===== config.mk =====
export PLATFORM = sky130hd
export DESIGN_NAME = json_speed_formatter
export DESIGN_NICKNAME = d
export VERILOG_FILES = /design/src/rtl/json_cmd_pkg.sv /design/src/rtl/bin2bcd_seq.sv /design/src/rtl/json_speed_formatter.sv
export SDC_FILE = /design/constraint.sdc
export NUM_CORES = 1
export LEC_CHECK = 0
export CAP_MARGIN = 20
export CORE_ASPECT_RATIO = 1.75
export CORE_MARGIN = 2
export CORE_UTILIZATION = 45
export CTS_BUF_LIST = sky130_fd_sc_hd__clkbuf_4 sky130_fd_sc_hd__clkbuf_8 sky130_fd_sc_hd__clkbuf_16
export DETAILED_ROUTE_END_ITERATION = 8
export HOLD_SLACK_MARGIN = 0.03
export PLACE_DENSITY_LB_ADDON = 0.3
export SLEW_MARGIN = 20
export SYNTH_ARGS = -nofsm -noshare
export SYNTH_HDL_FRONTEND = slang
export SYNTH_SLANG_ARGS = --single-unit

===== constraint.sdc =====
create_clock -name clk -period 7 [get_ports clk]
set_input_delay 1.4 -clock clk [delete_from_list [all_inputs] [get_ports clk]]
set_output_delay 1.4 -clock clk [all_outputs]
set_load 0.01 [all_outputs]

===== src/rtl/json_cmd_pkg.sv =====
// Shared constants, state encoding and helpers for the JSON drive-command formatter.
// Contents: ASCII byte constants, FSM state enum, fixed field lengths,
//           and a BCD-digit to ASCII mapping function.
package json_cmd_pkg;

    localparam logic [7:0] ASCII_LBRACE = 8'h7B;
    localparam logic [7:0] ASCII_RBRACE = 8'h7D;
    localparam logic [7:0] ASCII_QUOTE  = 8'h22;
    localparam logic [7:0] ASCII_COLON  = 8'h3A;
    localparam logic [7:0] ASCII_COMMA  = 8'h2C;
    localparam logic [7:0] ASCII_MINUS  = 8'h2D;
    localparam logic [7:0] ASCII_NL     = 8'h0A;
    localparam logic [7:0] ASCII_ZERO   = 8'h30;
    localparam logic [7:0] ASCII_T      = 8'h54;
    localparam logic [7:0] ASCII_L      = 8'h4C;
    localparam logic [7:0] ASCII_R      = 8'h52;

    // {"T":NN,"L":  and  ,"R":
    localparam int unsigned PREFIX_LEN = 12;
    localparam int unsigned SEP_LEN    = 5;

    localparam int unsigned BCD_W = 12;

    typedef enum logic [1:0] {
        IDLE,
        CONV,
        EMIT
    } state_t;

    function automatic logic [7:0] bcd_to_ascii(input logic [3:0] d);
        return ASCII_ZERO | {4'h0, d};
    endfunction

endpackage


===== src/rtl/bin2bcd_seq.sv =====
// Sequential shift-add-3 binary to 3-digit BCD converter, one bit per cycle.
// Ports: clk, rst (sync, active-high), start (loads bin), bin [IN_W],
//        bcd [12] (hundreds:tens:ones), busy, done (one-cycle pulse when bcd is valid).
// A conversion takes IN_W cycles counting the start cycle; bcd holds until the next start.
module bin2bcd_seq
    import json_cmd_pkg::*;
#(
    parameter int unsigned IN_W = 8
) (
    input  logic              clk,
    input  logic              rst,
    input  logic              start,
    input  logic [IN_W-1:0]   bin,
    output logic [BCD_W-1:0]  bcd,
    output logic              busy,
    output logic              done
);

    localparam int unsigned CNT_W = $clog2(IN_W + 1);

    logic [IN_W-1:0]  sreg;
    logic [CNT_W-1:0] cnt;
    logic [BCD_W-1:0] adj;

    // Add 3 to every digit that is 5 or more before the next shift
    always_comb begin
        adj = bcd;
        for (int d = 0; d < 3; d++) begin
            if (bcd[4*d +: 4] >= 4'd5) begin
                adj[4*d +: 4] = bcd[4*d +: 4] + 4'd3;
            end
        end
    end

    // The start cycle already shifts in the MSB, so only IN_W-1 busy cycles follow
    always_ff @(posedge clk) begin
        if (rst) begin
            sreg <= '0;
            bcd  <= '0;
            cnt  <= '0;
            busy <= 1'b0;
            done <= 1'b0;
        end else begin
            done <= 1'b0;
            if (start) begin
                sreg <= bin << 1;
                bcd  <= {{(BCD_W-1){1'b0}}, bin[IN_W-1]};
                cnt  <= CNT_W'(1);
                busy <= 1'b1;
            end else if (busy) begin
                bcd  <= {adj[BCD_W-2:0], sreg[IN_W-1]};
                sreg <= sreg << 1;
                cnt  <= cnt + CNT_W'(1);
                if (cnt == CNT_W'(IN_W - 1)) begin
                    busy <= 1'b0;
                    done <= 1'b1;
                end
            end
        end
    end

endmodule


===== src/rtl/json_speed_formatter.sv =====
// Formats a drive command into the ASCII line {"T":<T>,"L":<l>,"R":<r>}\n, one byte
// per valid/ready transfer, for direct connection to a UART transmitter.
// Ports: clk, rst (sync, active-high), cmd_valid/cmd_ready command handshake,
//        speed_l/speed_r signed speeds latched on accept, byte_data/byte_valid/byte_ready
//        byte stream, done one-cycle pulse after the final newline transfers.
module json_speed_formatter
    import json_cmd_pkg::*;
#(
    parameter int unsigned SPEED_W = 9,
    parameter int unsigned MAX_MAG = 255,
    parameter int unsigned CMD_T   = 11
) (
    input  logic                      clk,
    input  logic                      rst,
    input  logic                      cmd_valid,
    output logic                      cmd_ready,
    input  logic signed [SPEED_W-1:0] speed_l,
    input  logic signed [SPEED_W-1:0] speed_r,
    output logic [7:0]                byte_data,
    output logic                      byte_valid,
    input  logic                      byte_ready,
    output logic                      done
);

    localparam int unsigned MAG_W = $clog2(MAX_MAG + 1);
    localparam int unsigned EXT_W = SPEED_W + 1;
    localparam int unsigned IDX_W = 5;

    localparam logic [7:0] T_TENS = bcd_to_ascii(4'(CMD_T / 10));
    localparam logic [7:0] T_ONES = bcd_to_ascii(4'(CMD_T % 10));

    state_t             state, state_nxt;
    logic [IDX_W-1:0]   idx, idx_nxt, last_idx;
    logic [IDX_W-1:0]   l_end, r_start, r_end;
    logic               done_nxt, conv_start, conv_done;
    logic               neg_l, neg_r;
    logic [MAG_W-1:0]   mag_l, mag_r;
    logic [BCD_W-1:0]   bcd_l, bcd_r;
    logic               busy_l, busy_r, cdone_l, cdone_r;
    logic [2:0]         len_l, len_r;

    // Negate in one extra bit so the most-negative input has a representable magnitude
    function automatic logic [MAG_W-1:0] clamp_mag(input logic signed [SPEED_W-1:0] s);
        logic signed [EXT_W-1:0] ext;
        logic [EXT_W-1:0]        mag;
        ext = {s[SPEED_W-1], s};
        mag = s[SPEED_W-1] ? $unsigned(-ext) : $unsigned(ext);
        if (mag > EXT_W'(MAX_MAG)) begin
            return MAG_W'(MAX_MAG);
        end
        return MAG_W'(mag);
    endfunction

    // Text length of a number: sign plus digits with leading zeros suppressed
    function automatic logic [2:0] num_len(input logic neg, input logic [BCD_W-1:0] bcd);
        logic [2:0] nd;
        if (bcd[11:8] != 4'd0)     nd = 3'd3;
        else if (bcd[7:4] != 4'd0) nd = 3'd2;
        else                       nd = 3'd1;
        return nd + 3'(neg);
    endfunction

    // Character k of a number; digits are addressed from the right end of the text
    function automatic logic [7:0] num_char(input logic neg, input logic [BCD_W-1:0] bcd,
                                            input logic [2:0] len, input logic [2:0] k);
        logic [2:0] sel;
        logic [7:0] c;
        sel = len - 3'd1 - k;
        case (sel)
            3'd2:    c = bcd_to_ascii(bcd[11:8]);
            3'd1:    c = bcd_to_ascii(bcd[7:4]);
            default: c = bcd_to_ascii(bcd[3:0]);
        endcase
        if (neg && k == 3'd0) begin
            c = ASCII_MINUS;
        end
        return c;
    endfunction

    function automatic logic [7:0] prefix_char(input logic [3:0] i);
        case (i)
            4'd0:    return ASCII_LBRACE;
            4'd1:    return ASCII_QUOTE;
            4'd2:    return ASCII_T;
            4'd3:    return ASCII_QUOTE;
            4'd4:    return ASCII_COLON;
            4'd5:    return T_TENS;
            4'd6:    return T_ONES;
            4'd7:    return ASCII_COMMA;
            4'd8:    return ASCII_QUOTE;
            4'd9:    return ASCII_L;
            4'd10:   return ASCII_QUOTE;
            default: return ASCII_COLON;
        endcase
    endfunction

    function automatic logic [7:0] sep_char(input logic [2:0] i);
        case (i)
            3'd0:    return ASCII_COMMA;
            3'd1:    return ASCII_QUOTE;
            3'd2:    return ASCII_R;
            3'd3:    return ASCII_QUOTE;
            default: return ASCII_COLON;
        endcase
    endfunction

    assign mag_l = clamp_mag(speed_l);
    assign mag_r = clamp_mag(speed_r);

    bin2bcd_seq #(.IN_W(MAG_W)) u_bcd_l (
        .clk   (clk),
        .rst   (rst),
        .start (conv_start),
        .bin   (mag_l),
        .bcd   (bcd_l),
        .busy  (busy_l),
        .done  (cdone_l)
    );

    bin2bcd_seq #(.IN_W(MAG_W)) u_bcd_r (
        .clk   (clk),
        .rst   (rst),
        .start (conv_start),
        .bin   (mag_r),
        .bcd   (bcd_r),
        .busy  (busy_r),
        .done  (cdone_r)
    );

    assign conv_done = cdone_l && cdone_r && !busy_l && !busy_r;

    // Field boundaries within the line
    assign len_l    = num_len(neg_l, bcd_l);
    assign len_r    = num_len(neg_r, bcd_r);
    assign l_end    = IDX_W'(PREFIX_LEN) + IDX_W'(len_l);
    assign r_start  = l_end + IDX_W'(SEP_LEN);
    assign r_end    = r_start + IDX_W'(len_r);
    assign last_idx = r_end + IDX_W'(1);

    // Next-state logic
    always_comb begin
        state_nxt  = state;
        idx_nxt    = idx;
        done_nxt   = 1'b0;
        conv_start = 1'b0;
        case (state)
            IDLE: begin
                if (cmd_valid && cmd_ready) begin
                    conv_start = 1'b1;
                    state_nxt  = CONV;
                end
            end
            CONV: begin
                if (conv_done) begin
                    state_nxt = EMIT;
                end
            end
            EMIT: begin
                if (byte_valid && byte_ready) begin
                    if (idx == last_idx) begin
                        idx_nxt   = '0;
                        state_nxt = IDLE;
                        done_nxt  = 1'b1;
                    end else begin
                        idx_nxt = idx + IDX_W'(1);
                    end
                end
            end
            default: state_nxt = IDLE;
        endcase
    end

    // State and handshake registers
    always_ff @(posedge clk) begin
        if (rst) begin
            state      <= IDLE;
            idx        <= '0;
            byte_valid <= 1'b0;
            cmd_ready  <= 1'b1;
            done       <= 1'b0;
            neg_l      <= 1'b0;
            neg_r      <= 1'b0;
        end else begin
            state      <= state_nxt;
            idx        <= idx_nxt;
            byte_valid <= (state_nxt == EMIT);
            cmd_ready  <= (state_nxt == IDLE);
            done       <= done_nxt;
            if (conv_start) begin
                neg_l <= speed_l[SPEED_W-1];
                neg_r <= speed_r[SPEED_W-1];
            end
        end
    end

    // Byte selection from the current index and latched fields
    always_comb begin
        byte_data = 8'h00;
        if (state == EMIT) begin
            if (idx < IDX_W'(PREFIX_LEN))
                byte_data = prefix_char(4'(idx));
            else if (idx < l_end)
                byte_data = num_char(neg_l, bcd_l, len_l, 3'(idx - IDX_W'(PREFIX_LEN)));
            else if (idx < r_start)
                byte_data = sep_char(3'(idx - l_end));
            else if (idx < r_end)
                byte_data = num_char(neg_r, bcd_r, len_r, 3'(idx - r_start));
            else if (idx == r_end)
                byte_data = ASCII_RBRACE;
            else
                byte_data = ASCII_NL;
        end
    end

endmodule


==> summary.txt, run 1 <==
Clock tree
  – Clock tree root driver cell: clkbuf_16
  – Num CTS Buffers: 9
  – Post-CTS Hold Buffers: 0
  – Clock Sinks: between 60 and 70
  – CTS tree: yes
  – Clock buffer depth: 2
  – Clock Latency Late Sink: ~0.34 ns
  – Setup Fix Bufs, Post-CTS: 0
  – CTS HTree Levels: 3
  – Clock transition at path regs: approximately 0.06 ns

Drt
  – WL met3: about 440 um
  – Vias per std cell: between 5 and 6
  – Via Count: roughly 4,500
  – Drt initial violations: between 200 and 250
  – Routed WL: about 12,000 um
  – Met2 routed WL: approximately 6100 um
  – Antenna Nets Post-Route: 0
  – M1 WL: 4705 um
  – Max layer used: met4
  – Drt drc: 0
  – Routed len/inst: between 15 and 20 um
  – Drt pass-1 iters: 7

Die
  – Core area: 10,640 um^2
  – Die area: about 12,000 um^2
  – Ports: 33
  – Die height: between 100 and 150 um
  – Initial Util: 0.4589
  – Num rows: 50
  – Die width: just over 80 um

Global route
  – Largest net degree at the start of global routing: 38
  – Vias in the first global route: roughly 4,300
  – Initial antenna violation count: 0
  – Total GRT Usage: 0.2102
  – First-pass GRT wire length: just under 20,000 um
  – Total grt overflow: 0

STA
  – Final Skew: 0.003705 ns
  – Setup TNS: 0 ns
  – Final Hold Slack: between 0.4 and 0.5 ns
  – Max-slew violation count: 0
  – Final Cycle Share: 0.9537
  – Period minus WS final: 6.676 ns
  – Max frequency: approximately 150 MHz
  – Final Hold Vio Count: 0
  – Worst slew margin: 0.3308
  – Setup violators final: 0
  – Worst slew pin tran: between 1 and 1.5 ns

Yosys
  – Yosys warnings: 0
  – Syn_area_per_cell: 7.885 um^2
  – Unique masters post-synth: 66
  – #FFs+latches synth: about 70
  – Post-synth EDFFs: 0
  – Ys flop type: dfxtp_1
  – Post-synthesis sequential area ratio: 0.2830
  – Async set or reset register ratio after synthesis: 0
  – Synth Cell Area: a little under 5000 um^2
  – Cells after Synth: between 600 and 700

Worst setup path
  – Reg2reg setup slack: roughly 1.7 ns
  – RR Startpoint: u_bcd_l.bcd[8]
  – Required @ worst endpoint: approximately 5.6 ns
  – CP endpoint: byte_data[1]
  – CP arrival: between 5 and 6 ns
  – Worst Setup End Kind: output port
  – Crit Path Class: flop to output port
  – Crit-path max FO: 8
  – CP Launch Point: u_bcd_l.bcd[8]
  – Startpoint types: flop
  – Reg2reg path depth: 22

Pwr
  – Design Power: approximately 1.1 mW
  – Leak Pwr: 2.246 nW
  – Power Dens Cells: between 200 and 250 nW/um^2
  – Peak supply drop: about 0.18 mV

Placed design
  – DP Area: 5265 um^2
  – Port Buffers: 31
  – Detailed Place HPWL: 8766 um
  – Routability congestion estimate from global placement: about 0.9

Outcome
  – Status: completed

Final layout
  – Layout cells sized above 1: 0.05435
  – Most frequent cells in the layout: a21oi_1, dfxtp_1, nor2_1, nand2_1, ha_1
  – Most common cell after layout, fill and taps aside: a21oi_1
  – Final #Nets: roughly 700
  – Antenna diodes: 0
  – Final Cell Area: around 5600 um^2
  – Synthesis-to-finish area growth: 14.02%

Flow run
  – Max cap viols: 0

Min path
  – Worst hold-check path type: flop to flop
-- metal layers --
layer,track usage,vias to the layer above
met5,0,-
met4,0.1053,0
met3,0.03817,30
met2,0.3782,129
met1,0.2262,2082
li1,-,2215
-- cell families after synthesis --
logic type               count (synthesis)  share of synthesized area
adder cells (fa/ha/maj)                 51                     0.1384
XOR/XNOR                                41                    0.07511
other                                    1                  0.0007683
AND/OR/NAND/NOR                        200                     0.2012
AO/OA/AOI/OAI                          181                     0.2256
multiplexers                            11                    0.02256
flip-flops                              69                     0.2830
buffers and inverters                   65                    0.05332
-- cell usage after synthesis (7+ instances only) --
master | number | share of area
xnor2_1 | 18 | 0.032
dfxtp_1 | 69 | 0.28
a211oi_1 | 10 | 0.015
inv_1 | 38 | 0.029
a22o_1 | 7 | 0.013
clkbuf_1 | 18 | 0.014
nand2_1 | 54 | 0.042
and3_1 | 7 | 0.0090
nand2b_1 | 13 | 0.017
nor3_1 | 10 | 0.010
o21ai_0 | 33 | 0.034
mux2i_1 | 11 | 0.023
nor2_1 | 56 | 0.043
xor2_1 | 22 | 0.039
ha_1 | 46 | 0.12
nor2b_1 | 16 | 0.021
nand3_1 | 17 | 0.017
a21oi_1 | 86 | 0.088
-- through the flow --
step / std cells / setup WS [ns] / utilization
2_1_floorplan: 620 / 1.542 / -
3_3_place_gp: 758 / 0.6359 / 0.4951
3_5_place_dp: 758 / 0.5230 / 0.4951
4_1_cts: 774 / 0.1144 / 0.5209
5_1_grt: 774 / -0.02721 / 0.5233
6_report: 774 / 0.3244 / 0.5233
-- layout make-up --
cell class / instances / area [um^2]
clock buffer: 9 / 225.2
clock inverter: 7 / 50.05
fill: 1024 / 5070
inverter: 40 / 152.6
multi-input combinational: 486 / 3268
sequential: 69 / 1381
tap: 130 / 162.7
timing repair buffer: 33 / 325.3
-- power by group --
| part | internal (mW) | switching [mW] | leakage [nW] |
|---|---|---|---|
| sequential | 0.410 | 0.0222 | 0.561 |
| combinational | 0.126 | 0.156 | 1.56 |
| clock | 0.241 | 0.185 | 0.128 |
-- worst min-delay path by stage --
stage                                from         endpoint  slack (ns)  cells after the start
after floorplan           u_bcd_l.sreg[5]  u_bcd_l.sreg[5]        0.46                      2
after global placement    u_bcd_l.sreg[4]  u_bcd_l.sreg[4]        0.47                      2
after detailed placement  u_bcd_l.sreg[3]  u_bcd_l.sreg[3]        0.48                      2
after CTS                 u_bcd_l.sreg[3]  u_bcd_l.sreg[3]        0.49                      2
after global routing      u_bcd_r.sreg[3]  u_bcd_r.sreg[3]        0.52                      2
final                     u_bcd_l.sreg[2]  u_bcd_l.sreg[2]        0.49                      2
-- worst max-delay path, stage by stage, from the launching register on --
cell,delay [ns]
dfxtp_1,0.33
inv_1,0.10
ha_1,0.20
nor3b_1,0.30
nand2_1,0.10
ha_1,0.23
xor2_2,0.28
ha_1,0.35
fa_1,0.53
fa_1,0.46
xnor2_2,0.28
xnor2_2,0.17
a22o_1,0.21
a2111oi_0,0.40
buf_4,0.18
o22ai_1,0.07
a21oi_1,0.19
clkdlybuf4s50_1,0.56
-- timing repair --
action                                  CTS  global route
resized for setup                         0             3
endpoints found under the hold margin     0             0
endpoints found under the setup margin    0             3
Power figures use the tool's default switching activity.
==> run 2, diff against run 1 <==
--- a/config.mk
+++ b/config.mk
@@ -7,7 +7,7 @@
 export LEC_CHECK = 0
 export CAP_MARGIN = 20
 export CORE_ASPECT_RATIO = 1.75
-export CORE_MARGIN = 2
+export CORE_MARGIN = 5
 export CORE_UTILIZATION = 45
 export CTS_BUF_LIST = sky130_fd_sc_hd__clkbuf_4 sky130_fd_sc_hd__clkbuf_8 sky130_fd_sc_hd__clkbuf_16
 export DETAILED_ROUTE_END_ITERATION = 8
==> run 2 against run 1 <==
First-iteration DRC count down 2.3%. Sequential share of layout area is essentially flat. Core utilization shrank 0.26 points. Cell count is the same. Global-route usage shrank 2.7 points. Via count down 0.74%. Non-clock buffer count unchanged. Worst hold slack better by 0.00093 ns. Critical path depth unchanged. Combinational power hardly changed. Clock power fell by 0.9%. Largest power group unchanged.
==> summary.txt, run 2 (synthesis gave the netlist of run 1 again) <==
Die
  – Ports: 33
  – Die height: between 100 and 150 um
  – Die area: about 13,000 um^2
  – Num rows: 50
  – Core area: 10,700 um^2
  – Die width: slightly below 90 um
  – Initial Util: 0.4563

STA
  – Worst slew pin tran: around 1.0 ns
  – Final Hold Vio Count: 0
  – Setup TNS: 0 ns
  – Max-slew violation count: 0
  – RSZ-0062 raised after global routing: false
  – Final Cycle Share: 0.9439
  – Setup violators final: 0
  – Worst slew margin: 0.3211
  – Max frequency: about 150 MHz
  – Final Skew: around 0.0062 ns
  – Period minus WS final: between 6 and 7 ns

Placed design
  – Port Buffers: 31
  – Routability congestion estimate from global placement: 0.9784
  – Detailed Place HPWL: between 8000 and 9000 um

Worst setup path
  – Worst Setup End Kind: output port
  – Required @ worst endpoint: roughly 5.6 ns
  – Crit Path Class: flop to output port
  – Reg2reg setup slack: ~1.9 ns
  – Crit-path max FO: 8
  – CP arrival: about 5.2 ns
  – Reg2reg path depth: 22
  – Startpoint types: flop

Drt
  – Drt drc: 0
  – Via Count: 4,423
  – Routed len/inst: between 15 and 20 um
  – Antenna Nets Post-Route: 0
  – Vias per std cell: roughly 5.7
  – Drt initial violations: ~220
  – Routed WL: between 10,000 and 15,000 um
  – Drt pass-1 iters: 7

Global route
  – Vias in the first global route: 4,322
  – First-pass GRT wire length: 19,320 um
  – Total GRT Usage: 0.1837
  – Largest net degree at the start of global routing: 31
  – Initial antenna violation count: 0
  – Total grt overflow: 0

Clock tree
  – Cts repair resizes: 0
  – Clock Latency Late Sink: between 0.3 and 0.4 ns
  – CTS HTree Levels: 3
  – Setup Fix Bufs, Post-CTS: 0
  – Clock Sinks: 69
  – Num CTS Buffers: 9
  – Clock transition at path regs: approximately 0.05 ns
  – CTS tree: yes
  – Post-CTS Hold Buffers: 0
  – Clock buffer depth: 2
  – Clock tree root driver cell: clkbuf_16

Final layout
  – Most common cell after layout, fill and taps aside: a21oi_1
  – Fillers: around 980
  – Most frequent cells in the layout: a21oi_1, dfxtp_1, nor2_1, nand2_1, ha_1
  – Antenna diodes: 0
  – Final #Nets: ~700
  – Synthesis-to-finish area growth: 14.12%
  – Layout cells sized above 1: 0.05435

Min path
  – Worst hold-check path type: flop to flop
  – Hold path depth: 2

Pwr
  – Design Power: approximately 1.1 mW
  – Power Dens Cells: roughly 200 nW/um^2
  – Leak Pwr: around 2.3 nW
  – Peak supply drop: between 0.15 and 0.2 mV

Outcome
  – Status: completed

Flow run
  – Max cap viols: 0
[run 2: per-layer routing]
metal / GRT usage / part of all wire / vias up
met5: 0 / 0 / -
met4: 0.09380 / 0.037 / 0
met3: 0.03625 / 0.040 / 34
met2: 0.3285 / 0.53 / 113
met1: 0.1969 / 0.39 / 2059
li1: - / - / 2217
[run 2: power breakdown]
part / switching (mW) / leakage [nW] / total, mW / internal (mW)
sequential: 0.0228 / 0.561 / 0.433 / 0.411
clock: 0.161 / 0.140 / 0.422 / 0.261
combinational: 0.156 / 1.55 / 0.278 / 0.122
[run 2: cell type report]
| class | instances | area (um^2) | area share |
|---|---|---|---|
| Multi-Input combinational cell | 486 | 3266 | 0.5863 |
| Sequential cell | 69 | 1381 | 0.2480 |
| Timing Repair Buffer | 33 | 325.3 | 0.05840 |
| Clock buffer | 13 | 261.5 | 0.04695 |
| Tap cell | 130 | 162.7 | 0.02920 |
| Inverter | 40 | 152.6 | 0.02740 |
| Clock inverter | 3 | 21.27 | 0.003819 |
[run 2: worst max-delay path: stages (launching register included)]
cell	delay (ns)
dfxtp_1	0.34
inv_1	0.10
ha_1	0.22
nor3b_2	0.25
nand2_1	0.08
ha_1	0.21
xor2_2	0.26
ha_1	0.34
fa_1	0.52
fa_1	0.42
xnor2_1	0.32
xnor2_2	0.18
a22o_1	0.21
a2111oi_0	0.41
buf_4	0.19
o22ai_1	0.08
a21oi_1	0.19
clkdlybuf4s50_1	0.56
[run 2: through the flow]
stage | cells | area, um^2 | worst slack (ns) | utilization | hold WS [ns]
2_1_floorplan | 620 | 4885 | 1.542 | - | 0.4557
3_3_place_gp | 758 | 5265 | 0.6074 | 0.4922 | 0.4699
3_5_place_dp | 758 | 5265 | 0.5326 | 0.4922 | 0.4876
4_1_cts | 774 | 5548 | 0.1706 | 0.5186 | 0.5005
5_1_grt | 774 | 5570 | 0.02969 | 0.5207 | 0.5399
6_report | 774 | 5570 | 0.3926 | 0.5207 | 0.4934
[run 2: worst paths after layout]
| kind | startpoint | endpoint |
|---|---|---|
| setup / recovery | u_bcd_l.bcd[8] | byte_data[1] |
| hold / removal | u_bcd_l.sreg[2] | u_bcd_l.sreg[2] |
| setup reg to reg | u_bcd_l.bcd[8] | flop |
| hold reg to reg | u_bcd_l.sreg[2] | u_bcd_l.sreg[2] |
